[config.mk]
export PLATFORM = sky130hd
export DESIGN_NAME = uart_rx_ctrl_flat
export DESIGN_NICKNAME = d
export VERILOG_FILES = /design/src/rtl/uart_rx_ctrl_if.sv /design/src/rtl/uart_rx_ctrl.sv /design/src/flat_wrapper.sv
export SDC_FILE = /design/constraint.sdc
export NUM_CORES = 1
export LEC_CHECK = 0
export CORE_MARGIN = 3
export CORE_UTILIZATION = 30
export DETAILED_ROUTE_END_ITERATION = 6
export PLACE_DENSITY_LB_ADDON = 0.3
export SYNTH_ARGS = -nofsm -noshare
export SYNTH_HDL_FRONTEND = slang
export SYNTH_SLANG_ARGS = --single-unit
[constraint.sdc]
create_clock -name clk -period 3 [get_ports clk]
set_clock_uncertainty 0.15 [all_clocks]
set_input_delay 0.6 -clock clk [delete_from_list [all_inputs] [get_ports clk]]
set_output_delay 0.6 -clock clk [all_outputs]
set_load 0.02 [all_outputs]
[src/rtl/uart_rx_ctrl_if.sv]
// Consumer-side handshake bundle for the UART receive sequencer.
// The receiver drives the byte and status flags. The consumer drives the acknowledge.
interface uart_rx_ctrl_if;
    logic [7:0] data_out;
    logic       data_valid;
    logic       parity_err;
    logic       stop_err;
    logic       overrun;
    logic       data_ack;

    modport master (
        output data_out,
        output data_valid,
        output parity_err,
        output stop_err,
        output overrun,
        input  data_ack
    );

    modport slave (
        input  data_out,
        input  data_valid,
        input  parity_err,
        input  stop_err,
        input  overrun,
        output data_ack
    );
endinterface

[src/rtl/uart_rx_ctrl.sv]
// UART receive sequencer. It synchronises rx, times the bit centres from the oversampled tick,
// deframes start/8 data/parity/stop, and presents the byte over a valid/ack handshake.
module uart_rx_ctrl #(
    parameter int OVERSAMPLE = 16,
    parameter int PARITY_EN  = 1
) (
    input  logic            clk,
    input  logic            reset_n,
    input  logic            baud_tick,
    input  logic            rx,
    input  logic            parity_odd,
    output logic            busy,
    uart_rx_ctrl_if.master  rx_if
);
    localparam int TW = (OVERSAMPLE > 2) ? $clog2(OVERSAMPLE) : 1;

    typedef enum logic [2:0] {
        S_IDLE, S_START, S_DATA, S_PARITY, S_STOP, S_BREAK
    } state_t;

    state_t          state_reg, state_next;
    logic [TW-1:0]   tick_cnt_reg, tick_cnt_next;
    logic [2:0]      bit_cnt_reg, bit_cnt_next;
    logic [7:0]      shreg_reg, shreg_next;
    logic            podd_reg, podd_next;
    logic            perr_reg, perr_next;
    logic            stop_bit_reg, stop_bit_next;
    logic            commit_reg, commit_next;
    logic [1:0]      sync_reg;
    logic            rx_s;
    logic            tick_half;
    logic            tick_last;

    // Idle-high reset value, so leaving reset cannot look like a start bit.
    always_ff @(posedge clk or negedge reset_n) begin
        if (!reset_n) begin
            sync_reg <= 2'b11;
        end else begin
            sync_reg <= {sync_reg[0], rx};
        end
    end
    assign rx_s = sync_reg[1];

    assign tick_half = (tick_cnt_reg == TW'(OVERSAMPLE / 2 - 1));
    assign tick_last = (tick_cnt_reg == TW'(OVERSAMPLE - 1));

    always_ff @(posedge clk or negedge reset_n) begin
        if (!reset_n) begin
            state_reg    <= S_IDLE;
            tick_cnt_reg <= '0;
            bit_cnt_reg  <= '0;
            shreg_reg    <= '0;
            podd_reg     <= 1'b0;
            perr_reg     <= 1'b0;
            stop_bit_reg <= 1'b1;
            commit_reg   <= 1'b0;
        end else begin
            state_reg    <= state_next;
            tick_cnt_reg <= tick_cnt_next;
            bit_cnt_reg  <= bit_cnt_next;
            shreg_reg    <= shreg_next;
            podd_reg     <= podd_next;
            perr_reg     <= perr_next;
            stop_bit_reg <= stop_bit_next;
            commit_reg   <= commit_next;
        end
    end

    always_comb begin
        state_next    = state_reg;
        tick_cnt_next = tick_cnt_reg;
        bit_cnt_next  = bit_cnt_reg;
        shreg_next    = shreg_reg;
        podd_next     = podd_reg;
        perr_next     = perr_reg;
        stop_bit_next = stop_bit_reg;
        commit_next   = 1'b0;

        if (baud_tick) begin
            case (state_reg)
                S_IDLE: begin
                    if (!rx_s) begin
                        state_next    = S_START;
                        tick_cnt_next = '0;
                        podd_next     = parity_odd;
                        perr_next     = 1'b0;
                    end
                end
                S_START: begin
                    if (tick_half) begin
                        tick_cnt_next = '0;
                        bit_cnt_next  = '0;
                        state_next    = rx_s ? S_IDLE : S_DATA;
                    end else begin
                        tick_cnt_next = tick_cnt_reg + TW'(1);
                    end
                end
                S_DATA: begin
                    if (tick_last) begin
                        tick_cnt_next = '0;
                        shreg_next    = {rx_s, shreg_reg[7:1]};
                        bit_cnt_next  = bit_cnt_reg + 3'd1;
                        if (bit_cnt_reg == 3'd7) begin
                            state_next = (PARITY_EN != 0) ? S_PARITY : S_STOP;
                        end
                    end else begin
                        tick_cnt_next = tick_cnt_reg + TW'(1);
                    end
                end
                S_PARITY: begin
                    if (tick_last) begin
                        tick_cnt_next = '0;
                        perr_next     = ((^{shreg_reg, rx_s}) != podd_reg);
                        state_next    = S_STOP;
                    end else begin
                        tick_cnt_next = tick_cnt_reg + TW'(1);
                    end
                end
                S_STOP: begin
                    if (tick_last) begin
                        tick_cnt_next = '0;
                        stop_bit_next = rx_s;
                        commit_next   = 1'b1;
                        state_next    = rx_s ? S_IDLE : S_BREAK;
                    end else begin
                        tick_cnt_next = tick_cnt_reg + TW'(1);
                    end
                end
                S_BREAK: begin
                    if (rx_s) begin
                        state_next = S_IDLE;
                    end
                end
                default: begin
                    state_next = S_IDLE;
                end
            endcase
        end
    end

    // A commit takes priority over an ack. An ack on the same clk only suppresses overrun.
    always_ff @(posedge clk or negedge reset_n) begin
        if (!reset_n) begin
            rx_if.data_out   <= 8'h00;
            rx_if.data_valid <= 1'b0;
            rx_if.parity_err <= 1'b0;
            rx_if.stop_err   <= 1'b0;
            rx_if.overrun    <= 1'b0;
        end else if (commit_reg) begin
            rx_if.data_out   <= shreg_reg;
            rx_if.data_valid <= 1'b1;
            rx_if.parity_err <= perr_reg & (PARITY_EN != 0);
            rx_if.stop_err   <= ~stop_bit_reg;
            rx_if.overrun    <= rx_if.data_valid & ~rx_if.data_ack;
        end else if (rx_if.data_ack && rx_if.data_valid) begin
            rx_if.data_valid <= 1'b0;
            rx_if.parity_err <= 1'b0;
            rx_if.stop_err   <= 1'b0;
            rx_if.overrun    <= 1'b0;
        end
    end

    assign busy = (state_reg != S_IDLE);
endmodule

[src/flat_wrapper.sv]
// flat-port wrapper written by rule: the top's interface ports become plain ports
module uart_rx_ctrl_flat 
#(
    parameter int OVERSAMPLE = 16,
    parameter int PARITY_EN  = 1
)
  (clk, reset_n, baud_tick, rx, parity_odd, busy, rx_if_data_out, rx_if_data_valid, rx_if_parity_err, rx_if_stop_err, rx_if_overrun, rx_if_data_ack);
  uart_rx_ctrl_if rx_if_i ();
  input  logic clk;
  input  logic reset_n;
  input  logic baud_tick;
  input  logic rx;
  input  logic parity_odd;
  output logic busy;
  output wire logic [$bits(rx_if_i.data_out)-1:0] rx_if_data_out;
  output wire logic [$bits(rx_if_i.data_valid)-1:0] rx_if_data_valid;
  output wire logic [$bits(rx_if_i.parity_err)-1:0] rx_if_parity_err;
  output wire logic [$bits(rx_if_i.stop_err)-1:0] rx_if_stop_err;
  output wire logic [$bits(rx_if_i.overrun)-1:0] rx_if_overrun;
  input wire logic [$bits(rx_if_i.data_ack)-1:0] rx_if_data_ack;
  assign rx_if_data_out = rx_if_i.data_out;
  assign rx_if_data_valid = rx_if_i.data_valid;
  assign rx_if_parity_err = rx_if_i.parity_err;
  assign rx_if_stop_err = rx_if_i.stop_err;
  assign rx_if_overrun = rx_if_i.overrun;
  assign rx_if_i.data_ack = rx_if_data_ack;
  uart_rx_ctrl #(.OVERSAMPLE(OVERSAMPLE), .PARITY_EN(PARITY_EN)) u_core (.clk(clk), .reset_n(reset_n), .baud_tick(baud_tick), .rx(rx), .parity_odd(parity_odd), .busy(busy), .rx_if(rx_if_i));
endmodule
==> results.py, run 1 <==
metrics = {
    "critical_path": {
        "worstPathMaxFanout": 18,
        "crit_chain": "nor2_1 -> nand2_1 -> clkdlybuf4s50_1",
        "crit_type": "register to primary output",
        "cpPeakStageDelay_ns": 0.64,
        "end_kind": "primary output",
        "cp_data_arrival_time_ns": 1.72,
        "path_buf_inv": 1,
        "cp_top_family": "flip-flops",
        "r2r_start": "u_core.state_reg[1]",
        "r2r_end": "u_core.shreg_reg[0]",
        "crit_required_ns": 2.25,
        "r2r_slack_ns": 0.89,
        "rr_worst_depth": 4,
        "crit_path_top_delay_cell": "dfrtp_1",
        "critPathLaunchType": "register",
    },
    "timing": {
        "period_minus_slack_ns": 2.47,
        "worst_pin_slew_ns": 0.560,
        "relSlewSlack_pct": 62.4,
        "min_period_over_period_pct": 82.2,
        "hold_violations": 0,
        "hold_ws_ns": 0.207,
        "rsz0062_at_grt": "false",
        "final_max_slew_viol_count": 0,
        "maxClockFrequency_ghz": 0.406,
        "tns_ns": 0,
        "setup_viol": 0,
    },
    "grt": {
        "track_usage_pct": 9.71,
        "antenna_found_initial": 0,
        "grt_pass1_vias": 1180,
        "use_met3_pct": 3.36,
        "grt.busiest_layer": "met2",
        "grt_use_met1_pct": 13.0,
        "grt_max_degree": 37,
        "grt_use_met2_pct": 14.0,
        "grt-ovfl-total": 0,
        "grt_pass1_wl_um": 5460,
    },
    "cts": {
        "clk_latency_ns": 0.28,
        "cts_resized": 0,
        "clockRootBuffer": "clkbuf_8",
        "tritoncts": "built",
        "cts_setup_buffers": 0,
        "clk_pin_slew_worst_paths_ns": 0.07,
        "clkSinkCount": 36,
        "htreeDepth": 2,
        "cts_buffers": 5,
        "clockBufferDepth": 2,
        "postCtsHoldBufs": 0,
    },
    "cells_and_area": {
        "nNetsFinal": 190,
        "synthToLayoutAreaGrowth_pct": 18.1,
        "drive_gt1_share_pct": 23.1,
        "diodes": 0,
        "nFillCells": 576,
    },
    "synth": {
        "syn_area_per_cell_um2": 11.4,
        "synth_warnings": 0,
        "synth_edf_count": 0,
        "yosysSeqAreaShare_pct": 49.7,
        "ys.flop_type": "dfrtp_1",
        "synthesis.nets": 169,
        "async_flop_share_pct": 100,
        "ys_ff_latch": 36,
        "syn_inst": 160,
        "yosys.cell_types.count": 40,
        "netlist_area_um2": 1820,
    },
    "route": {
        "via_per_inst": 4.83,
        "drcViolationCount": 0,
        "wirelength_um": 3210,
        "post_drt_wl_per_cell_um": 12.7,
        "first_iter_violations": 96,
        "drtAntennaViolNets": 0,
        "dr.pass1.iters": 5,
        "vias": 1227,
    },
    "placement": {
        "io_buffer_count": 18,
        "gp_congestion": 0.810,
        "hpwl_um": 2280,
    },
    "power": {
        "ir_worst_vdd_mv": 0.198,
        "p_per_area_nw_per_um2": 553,
        "p_leak_nw": 0.953,
    },
    "floorplanning": {
        "num_io_pins": 19,
        "die_h_um": 83.9,
        "die_x_um": 83.9,
        "start_util_pct": 32.1,
        "core-area_um2": 5680,
        "num_rows": 27,
        "dieArea_um2": 7030,
    },
    "worst_hold_path": {
        "holdPathEnd": "u_core.sync_reg[1]",
        "holdCritStartpoint": "u_core.sync_reg[0]",
        "hold_path.class": "register to register",
        "whs_path_depth": 0,
    },
    "status": {
        "status": "finished, final reports clean",
    },
    "job": {
        "cap_violations": 0,
    },
}
## how the worst max path moves through the flow
| stage | start | end | slack (ns) | depth (start not counted) |
|---|---|---|---|---|
| 2_1_floorplan | baud_tick | u_core.shreg_reg[0] | 1.09 | 4 |
| 3_3_place_gp | baud_tick | u_core.shreg_reg[1] | 0.51 | 4 |
| 3_5_place_dp | baud_tick | u_core.shreg_reg[2] | 0.51 | 4 |
| 4_1_cts | u_core.state_reg[1] | busy | 0.53 | 3 |
| 5_1_grt | u_core.state_reg[1] | busy | 0.40 | 3 |
| 6_report | u_core.state_reg[1] | busy | 0.53 | 3 |
## metrics by stage
step           power (W)  instances  area [um2]  utilization, %  setup WS (ns)
6_report         0.00119        254        2150            37.9          0.535
5_1_grt          0.00126        254        2150            37.9          0.396
4_1_cts          0.00121        254        2150            37.9          0.528
3_5_place_dp    0.000845        246        2050            36.2          0.511
3_3_place_gp    0.000840        246        2050            36.2          0.510
2_1_floorplan   0.000778        160        1820               -           1.09
## power by group
part           internal, W  total (W)  switching (W)
combinational     0.000131   0.000276       0.000145
clock             0.000186   0.000351       0.000164
sequential        0.000517   0.000562      0.0000454
## cells in the final DEF, fill, tap and decap left out, types with 2 or more instances in the layout
cell type / count
dfstp_2: 3
mux2i_1: 4
nor3b_1: 2
o21ai_0: 12
nand4_1: 4
buf_4: 4
clkbuf_8: 6
dfrtp_1: 33
a21oi_1: 10
nand2_1: 14
mux2_2: 19
a21o_1: 2
nor2_1: 6
nand3_1: 5
nor3_1: 2
clkdlybuf4s50_1: 18
xnor2_1: 9
ha_1: 3
inv_1: 5
## cell type report
type                    count  area, um2  area share [%]
flip-flops and latches     36        905            42.1
multi-input cells         111        831            38.7
clock buffers               7       86.3            4.02
inverters                   5       18.8           0.874
clock inverters             1       7.51           0.349
repair buffers             22        210            9.78
well taps                  72       90.1            4.19
## metal layers
layer	vias up	part of all wire, %
met3	5	3.1
met2	24	44
met4	0	1.6
li1	609	-
met5	-	0
met1	589	51
## cell families after synthesis
| family | after synthesis | share of synthesized area, % |
|---|---|---|
| buffers and inverters | 13 | 4.61 |
| multiplexers | 23 | 14.0 |
| XOR/XNOR | 9 | 4.33 |
| flip-flops | 36 | 49.7 |
| AND/OR/NAND/NOR | 45 | 14.0 |
| adder cells (fa/ha/maj) | 3 | 2.06 |
| AO/OA/AOI/OAI | 31 | 11.3 |
## cells in the mapped netlist, types with 2 or more instances
cell     instances  share of area (%)
o21ai_0         12                3.3
xnor2_1          9                4.3
nand2_1         14                2.9
inv_1            5                1.0
buf_6            3                1.9
mux2_2          19                 12
mux2i_1          4                2.2
nor2_1           6                1.2
dfrtp_1         33                 45
ha_1             3                2.1
buf_4            2               0.83
nand4_1          4                1.4
a21o_1           2               0.83
nor3b_1          2               0.83
nand3_1          5                1.4
dfstp_2          3                4.3
nor3_1           2               0.55
a21oi_1         10                2.8
Note: power is estimated with default switching activity, not from simulation.
==> run 2: changes to the inputs <==
==> constraint.sdc (replaced) <==
create_clock -name clk -period 2.5 [get_ports clk]
set_clock_uncertainty 0.15 [all_clocks]
set_input_delay 0.5 -clock clk [delete_from_list [all_inputs] [get_ports clk]]
set_output_delay 0.5 -clock clk [all_outputs]
set_load 0.02 [all_outputs]
==> results.py, run 2 (synthesis results as in run 1) <==
metrics = {
    "worst_hold_path": {
        "holdCritStartpoint": "u_core.sync_reg[0]",
        "whs_path_depth": 0,
        "holdPathEnd": "u_core.sync_reg[1]",
        "hold_path.class": "register to register",
    },
    "cts": {
        "clkSinkCount": 36,
        "clk_latency_ns": 0.28,
        "cts_buffers": 5,
        "clk_pin_slew_worst_paths_ns": 0.07,
        "clockRootBuffer": "clkbuf_8",
        "clockBufferDepth": 2,
        "tritoncts": "built",
        "htreeDepth": 2,
        "cts_setup_buffers": 0,
    },
    "job": {
        "cap_violations": 0,
    },
    "critical_path": {
        "cp_data_arrival_time_ns": 1.65,
        "rr_worst_depth": 6,
        "r2r_start": "u_core.tick_cnt_reg[1]",
        "worstPathMaxFanout": 12,
        "crit_type": "register to primary output",
        "r2r_slack_ns": 0.50,
        "end_kind": "primary output",
        "critPathLaunchType": "register",
        "crit_required_ns": 1.85,
        "r2r_end": "u_core.state_reg[0]",
    },
    "timing": {
        "period_minus_slack_ns": 2.30,
        "hold_violations": 0,
        "setup_slack_ns": 0.200,
        "worst_pin_slew_ns": 0.519,
        "final_max_slew_viol_count": 0,
        "min_period_over_period_pct": 92.0,
        "relSlewSlack_pct": 65.4,
        "maxClockFrequency_ghz": 0.435,
        "setup_viol": 0,
        "rsz0062_at_grt": "false",
        "tns_ns": 0,
    },
    "grt": {
        "track_usage_pct": 10.1,
        "grt_pass1_wl_um": 5660,
        "grt_pass1_vias": 1220,
        "grt_max_degree": 37,
        "grt-ovfl-total": 0,
        "antenna_found_initial": 0,
    },
    "placement": {
        "dpl_cell_area_um2": 2080,
        "hpwl_um": 2350,
        "gp_congestion": 0.826,
        "io_buffer_count": 18,
        "dp_slack_ns": 0.303,
    },
    "cells_and_area": {
        "nNetsFinal": 193,
        "drive_gt1_share_pct": 24.9,
        "design_area_um2": 2170,
        "most-common-layout-cells": "dfrtp_1 (32), mux2_2 (19), clkdlybuf4s50_1 (18)",
        "synthToLayoutAreaGrowth_pct": 19.4,
        "final_common_cell": "dfrtp_1",
        "diodes": 0,
    },
    "route": {
        "dr.pass1.iters": 4,
        "drtAntennaViolNets": 0,
        "drcViolationCount": 0,
        "post_drt_wl_per_cell_um": 12.8,
        "vias": 1243,
        "wirelength_um": 3280,
        "first_iter_violations": 88,
        "via_per_inst": 4.84,
    },
    "power": {
        "p_leak_nw": 0.967,
        "ir_worst_vdd_mv": 0.286,
        "p_per_area_nw_per_um2": 657,
        "p_total_w": 0.00143,
    },
    "status": {
        "status": "finished, final reports clean",
    },
    "floorplanning": {
        "start_util_pct": 32.1,
        "dieArea_um2": 7030,
        "core-area_um2": 5680,
        "die_h_um": 83.9,
        "num_rows": 27,
        "num_io_pins": 19,
        "die_x_um": 83.9,
    },
}
-- run 2: changes by cell type in the layout (fill, tap and decap cells not counted) --
cell and change:
buf_4 +3, dfrtp_1 -1, dfrtp_2 +1
-- run 2: report_power, final --
part / total [W] / switching, W / internal (W) / leakage, nW
sequential: 0.000675 / 0.0000546 / 0.000620 / 0.464
combinational: 0.000328 / 0.000171 / 0.000157 / 0.458
clock: 0.000426 / 0.000202 / 0.000224 / 0.0445
-- run 2: final cells by class --
class	count	area [um2]
Sequential cell	36	906
Clock buffer	7	86.3
Inverter	5	18.8
Fill cell	577	3500
Multi-Input combinational cell	111	831
Tap cell	72	90.1
Clock inverter	1	7.51
Timing Repair Buffer	25	233
-- run 2: per-layer routing --
layer | routed length, um | part of all wire (%) | global-route usage [%]
met2 | 1490 | 45 | 15.5
met4 | 57 | 1.7 | 4.53
met1 | 1570 | 48 | 12.7
met5 | 0 | 0 | 0
met3 | 165 | 5.0 | 3.85
-- run 2: critical path, cell delays in order, from the launching register on --
cell             delay [ns]
dfrtp_1                0.57
nor2_1                 0.12
nand2_1                0.08
clkdlybuf4s50_1        0.59
-- run 2: repair_timing --
action	4_1_cts	5_1_grt
resized for setup	0	1
hold buffers	0	0
endpoints found under the setup margin	0	1
-- run 2: worst max path at each step --
stage	startpoint	end	slack, ns	cells past startpoint
detailed placement	baud_tick	u_core.shreg_reg[6]	0.30	5
global route	u_core.state_reg[0]	busy	0.05	3
global placement	baud_tick	u_core.shreg_reg[1]	0.32	5
CTS	u_core.state_reg[1]	busy	0.12	3
finish	u_core.state_reg[0]	busy	0.20	3
floorplan	u_core.tick_cnt_reg[1]	u_core.shreg_reg[0]	0.67	4
-- run 2: through the flow --
stage               cells  util [%]  hold WS [ns]
global placement      249      36.6         0.197
global route          257      38.3         0.210
finish                257      38.3         0.206
CTS                   257      38.2         0.208
floorplan             160         -        0.0544
detailed placement    249      36.6         0.197
